**src/rtl/dds_wave_multi.sv**
```systemverilog
// Multi-channel DDS phase-accumulator generator: per-channel tuning word, phase offset and
// waveform select feeding external ROM(s); ROM samples are passed straight through to the DAC.
module dds_wave_multi #(
  parameter int unsigned NUM_CH  = 2,
  parameter int unsigned ACC_W   = 32,
  parameter int unsigned ADDR_W  = 9,
  parameter int unsigned WSEL_W  = 1,
  parameter int unsigned DATA_W  = 8,
  parameter int unsigned ROM_LAT = 1,
  localparam int unsigned CH_W   = (NUM_CH > 1) ? $clog2(NUM_CH) : 1,
  localparam int unsigned RA_W   = WSEL_W + ADDR_W
) (
  input  logic                       clk,
  input  logic                       rst_n,
  input  logic                       en,
  input  logic                       sync,
  input  logic                       cfg_valid,
  output logic                       cfg_ready,
  input  logic [CH_W-1:0]            cfg_ch,
  input  logic [ACC_W-1:0]           cfg_ftw,
  input  logic [ACC_W-1:0]           cfg_phase,
  input  logic [WSEL_W-1:0]          cfg_wave,
  output logic [NUM_CH*RA_W-1:0]     rom_addr,
  input  logic [NUM_CH*DATA_W-1:0]   rom_data,
  output logic                       da_clk,
  output logic [NUM_CH*DATA_W-1:0]   da_data,
  output logic                       da_valid,
  output logic [NUM_CH-1:0]          wrap
);

  logic [ACC_W-1:0]        acc_q   [NUM_CH];
  logic [ACC_W-1:0]        acc_d   [NUM_CH];
  logic [ACC_W-1:0]        ftw_q   [NUM_CH];
  logic [ACC_W-1:0]        ftw_d   [NUM_CH];
  logic [ACC_W-1:0]        phase_q [NUM_CH];
  logic [ACC_W-1:0]        phase_d [NUM_CH];
  logic [WSEL_W-1:0]       wave_q  [NUM_CH];
  logic [WSEL_W-1:0]       wave_d  [NUM_CH];
  logic [ACC_W:0]          sum     [NUM_CH];
  logic [NUM_CH-1:0]       wrap_q, wrap_d;
  logic [NUM_CH*RA_W-1:0]  rom_addr_q, rom_addr_d;
  logic                    pend_q, pend_d;
  logic                    ready_q, ready_d;
  logic [CH_W-1:0]         sh_ch_q, sh_ch_d;
  logic [ACC_W-1:0]        sh_ftw_q, sh_ftw_d;
  logic [ACC_W-1:0]        sh_phase_q, sh_phase_d;
  logic [WSEL_W-1:0]       sh_wave_q, sh_wave_d;
  logic [ROM_LAT:0]        vld_q, vld_d;
  logic                    hit;

  always_comb begin
    acc_d      = acc_q;
    ftw_d      = ftw_q;
    phase_d    = phase_q;
    wave_d     = wave_q;
    wrap_d     = '0;
    rom_addr_d = '0;
    pend_d     = pend_q;
    sh_ch_d    = sh_ch_q;
    sh_ftw_d   = sh_ftw_q;
    sh_phase_d = sh_phase_q;
    sh_wave_d  = sh_wave_q;
    hit        = 1'b0;
    for (int unsigned c = 0; c < NUM_CH; c++) begin
      sum[c] = {1'b0, acc_q[c]} + {1'b0, ftw_q[c]};
      if (sync) begin
        acc_d[c] = '0;
      end else if (en) begin
        acc_d[c]  = sum[c][ACC_W-1:0];
        wrap_d[c] = sum[c][ACC_W];
      end
      rom_addr_d[c*RA_W +: RA_W] =
        {wave_q[c], ADDR_W'((acc_q[c] + phase_q[c]) >> (ACC_W - ADDR_W))};
      // Pending config lands on the carry edge so the waveform stays phase-continuous;
      // a stalled or stopped accumulator never carries, so it takes the config at once.
      if (pend_q && sh_ch_q == CH_W'(c)) begin
        hit = 1'b1;
        if (sync || !en || ftw_q[c] == '0 || sum[c][ACC_W]) begin
          ftw_d[c]   = sh_ftw_q;
          phase_d[c] = sh_phase_q;
          wave_d[c]  = sh_wave_q;
          pend_d     = 1'b0;
        end
      end
    end
    // A request for a non-existent channel is dropped rather than blocking the shadow.
    if (pend_q && !hit) pend_d = 1'b0;
    if (!pend_q && cfg_valid) begin
      pend_d     = 1'b1;
      sh_ch_d    = cfg_ch;
      sh_ftw_d   = cfg_ftw;
      sh_phase_d = cfg_phase;
      sh_wave_d  = cfg_wave;
    end
    ready_d = !pend_d;
    vld_d   = {vld_q[ROM_LAT-1:0], en};
  end

  always_ff @(posedge clk or negedge rst_n) begin
    if (!rst_n) begin
      for (int unsigned c = 0; c < NUM_CH; c++) begin
        acc_q[c]   <= '0;
        ftw_q[c]   <= '0;
        phase_q[c] <= '0;
        wave_q[c]  <= '0;
      end
      wrap_q     <= '0;
      rom_addr_q <= '0;
      pend_q     <= 1'b0;
      ready_q    <= 1'b1;
      sh_ch_q    <= '0;
      sh_ftw_q   <= '0;
      sh_phase_q <= '0;
      sh_wave_q  <= '0;
      vld_q      <= '0;
    end else begin
      acc_q      <= acc_d;
      ftw_q      <= ftw_d;
      phase_q    <= phase_d;
      wave_q     <= wave_d;
      wrap_q     <= wrap_d;
      rom_addr_q <= rom_addr_d;
      pend_q     <= pend_d;
      ready_q    <= ready_d;
      sh_ch_q    <= sh_ch_d;
      sh_ftw_q   <= sh_ftw_d;
      sh_phase_q <= sh_phase_d;
      sh_wave_q  <= sh_wave_d;
      vld_q      <= vld_d;
    end
  end

  assign cfg_ready = ready_q;
  assign rom_addr  = rom_addr_q;
  assign wrap      = wrap_q;
  assign da_valid  = vld_q[ROM_LAT];
  assign da_data   = rom_data;
  assign da_clk    = ~clk;

endmodule
```
**config.mk**
```make
export PLATFORM = sky130hd
export DESIGN_NAME = dds_wave_multi
export DESIGN_NICKNAME = d
export VERILOG_FILES = /design/src/rtl/dds_wave_multi.sv
export SDC_FILE = /design/constraint.sdc
export NUM_CORES = 1
export LEC_CHECK = 0
export ABC_AREA = 1
export BUFFER_PORTS_ARGS = -buffer_cell sky130_fd_sc_hd__buf_2
export CORE_MARGIN = 3
export CORE_UTILIZATION = 55
export CTS_CLUSTER_DIAMETER = 150
export DETAILED_ROUTE_END_ITERATION = 16
export MAX_ROUTING_LAYER = met4
export PLACE_DENSITY_LB_ADDON = 0.25
export SLEW_MARGIN = 20
export SYNTH_ARGS = -nofsm -noshare
export SYNTH_HDL_FRONTEND = slang
export SYNTH_SLANG_ARGS = --single-unit
```
**constraint.sdc**
```tcl
create_clock -name clk -period 2.1 [get_ports clk]
set_input_delay 0.21 -clock clk [delete_from_list [all_inputs] [get_ports clk]]
set_output_delay 0.21 -clock clk [all_outputs]
set_load 0.03 [all_outputs]
```
Word level (Yosys, flattened, before mapping):

Index checks and enable logic that the tools add are counted.

* register bits: 286
* bits of input ports: 87
* output and inout port bits: 41
* word-level logic and storage cells: 57

* add/sub/neg operators: 4
* multiplexer cells: 16
* bitwise logic cells: 2
* reduce and logical (&&, ||, !) cells: 18

Operators by type and width (number)
* 2-to-1 mux 32 bit: 4
* adder 32 x 32 -> 33 bit: 2
* adder 32 bit: 2
* zero test 32 bit: 2
* 2-to-1 mux 1 bit: 12
* logical OR 1 bit: 5
* logical AND 1 bit: 4
* zero test 1 bit: 4
* AND reduction 2 bit: 2
* inverter 1 bit: 2
* nonzero test 2 bit: 1

Depth between registers and ports, before layout:

* word-level depth: 11
* depth in mapped cells: 17

==> metrics.yaml <==
outcome:
  status: "complete, but fails checks"
  failed_checks: "setup timing"
sta:
  report.final.slew_viol_count: 0
  fmax_mhz: 430.5
  hold_viol: 0
  rsz0062_at_grt: "true"
  setup_viol: 133
  tightestPinTransition_ns: 0.6644
  min_period_ns: 2.323
  maxSlewHeadroom_pct: 55.71
  fin_setup_tns_ns: -20.47
  timing.final.ws_setup_ns: -0.2228
  hold_ws_ns: 0.1104
  skew_ns: 0.02576
  period_share_pct: 110.6
worst_hold_path:
  holdPathStages: 3
  min_path_type: "input pin to flop"
  min_from: "sync"
  hold_end: "acc_q[32]"
clock_network:
  h-tree-depth: 2
  clock_path_buffers: 3
  cts_buffers: 34
  root_buffer: "clkbuf_16"
  clk_pin_slew_ns: 0.07
  clk_latency_ns: 0.56
  cts_tree: "done"
final_layout:
  syn2layout_area_growth_pct: 36.30
  final_nets: 3289
  final_cell_mix: "nand2_1, inv_1, dfrtp_1"
  layout.cells.non_filler: 3550
  utilization_pct: 76.18
  final_common_cell: "nand2_1"
  postLayoutCellArea_um2: 25610
  drive_gt1_share_pct: 28.49
  n_fill_cell: 2326
global_route:
  gr-usage-all-layers_pct: 37.48
  grt_max_degree: 69
  globalRouteOverflowTotal: 0
  grt_first_pass_wirelength_um: 103400
  grt_pass1_vias: 19200
  antenna_found_initial: 3
power_and_ir_drop:
  peakVddDrop_v: 0.0009475
  p_leak_nw: 13.66
  power_mw: 37.71
  power.density_nw_per_um2: 1473
placed_design:
  dp_slack_ns: -0.2069
  finalWeightedCongestion: 1.040
  placedInstanceArea_um2: 21470
  portBuffers: 95
  dpl.hpwl_um: 46730
  dp_cells: 3369
routing:
  first_pass_iters: 6
  drcViolationCount: 0
  wl_um: 73830
  drtIter0Drc: 1809
  vias_per_cell: 5.798
  vias: 20580
  ant_nets: 0
  wire_per_inst_um: 20.80
synthesis:
  syn-num-nets: 2857
  avgSynthCellArea_um2: 7.105
  syn_area_um2: 18790
  ys_ff_latch: 286
  seq_area_frac_synth_pct: 38.10
  yosys_warnings: 0
  ys_types: 45
  synth_edf_count: 0
  async_flop_share_pct: 100.0
  synth_ff_type: "dfrtp_1"
  netlist_instances: 2644
worst_setup_path:
  r2r_end: "phase_q[49]"
  r2r_cells: 13
  r2r_start: "ftw_q[61]"
  cp_max_fo: 8
  critPathRequiredTime_ns: 2.59
  end_kind: "flop"
  startpoint_type: "flop"
  path_class: "flop to flop"
  reg2reg_slack_ns: -0.22
  crit_arrival_ns: 2.81
floorplanning:
  die-area_um2: 36410
  pin_count: 128
  initial_utilization_pct: 55.89
  core_area_um2: 33620
  die_y_um: 190.8
  rows: 67
  die_w_um: 190.8
job:
  maxCapViolCount: 0
## registers in the layout, summed over array words and instances, names as in the netlist
signal and count:
acc_q 64, ftw_q 64, phase_q 64, sh_ftw_q 32, sh_phase_q 32, rom_addr 20, rom_addr_d 2, vld_q 2
wrap 2, cfg_ready 1, pend_q 1, sh_ch_q 1, sh_wave_q 1
## cell type report
cell class	count	area, µm²	area share, %
antenna	3	7.507	0.02932
clock buffer	43	957.2	3.738
clock inverter	18	176.4	0.6889
inverter	299	1122	4.383
multi-input combinational	1982	11610	45.34
sequential	286	7171	28.00
tap	448	560.5	2.189
timing repair buffer	471	4001	15.63
## metal layers
metal | part of all wire (%) | vias up | routed length (µm) | global-route usage, %
li1 | - | 9334 | - | -
met4 | 7.1 | 0 | 5257 | 16.96
met3 | 8.1 | 341 | 5978 | 5.607
met5 | 0 | - | 0 | -
met2 | 46 | 1192 | 34320 | 59.60
met1 | 38 | 9715 | 28270 | 47.65
## worst max-delay path, cell delays in order (launching register included)
cell	delay, ns
dfrtp_2	0.47
buf_4	0.16
buf_4	0.13
nor2_1	0.10
nand2_1	0.06
nor2_1	0.24
nand3_1	0.14
nor2_1	0.11
nor2_1	0.10
nand3_4	0.18
buf_12	0.18
clkbuf_16	0.17
nand3_1	0.09
nand2_2	0.12
## repair_timing
item	4_1_cts	5_1_grt
setup buffers	12	21
endpoints found under the setup margin	141	184
pin swaps	25	50
cloned	4	16
endpoints found under the hold margin	117	0
hold buffers	68	0
resized for setup	62	338
## cell usage after synthesis, types with 15 or more instances
cell | number | area (µm²)
nand3b_1 | 18 | 135.1
nand3_1 | 236 | 1181
ha_1 | 124 | 1551
clkbuf_1 | 25 | 93.84
buf_4 | 23 | 172.7
nor3_1 | 29 | 145.1
o21ai_0 | 70 | 350.3
mux2_2 | 66 | 743.2
o21bai_1 | 15 | 112.6
inv_1 | 290 | 1089
nand2_1 | 1021 | 3832
nor2_1 | 198 | 743.2
a21oi_1 | 125 | 625.6
dfrtp_1 | 285 | 7132
## how the worst max path moves through the flow
stage | to | from | cells past startpoint | slack (ns)
floorplan | ftw_q[1] | ftw_q[0] | 17 | 0.003
global placement | phase_q[29] | ftw_q[19] | 11 | -0.16
detailed placement | phase_q[29] | ftw_q[25] | 11 | -0.21
CTS | cfg_ready | acc_q[0] | 16 | -0.06
global route | phase_q[49] | ftw_q[61] | 13 | -0.33
finish | phase_q[49] | ftw_q[61] | 13 | -0.22
## cell families after synthesis
group,Yosys count,share of synthesized area [%]
muxes,66,3.956
xor gates and xnor gates,2,0.09326
AOI/OAI and AO/OA,243,7.106
and+or+nand+nor,1544,33.66
adders and majority gates,126,8.472
buffers and inverters,377,8.611
DFF,286,38.10
## power by group
group          internal, mW  leakage (nW)  total [mW]  switching [mW]
sequential             7.70          3.56        10.3            2.62
clock                  3.53         0.569        6.28            2.76
combinational          9.01          9.53        21.1            12.1
total                  20.2          13.7        37.7            17.5
Note: power is estimated with default switching activity, not from simulation.
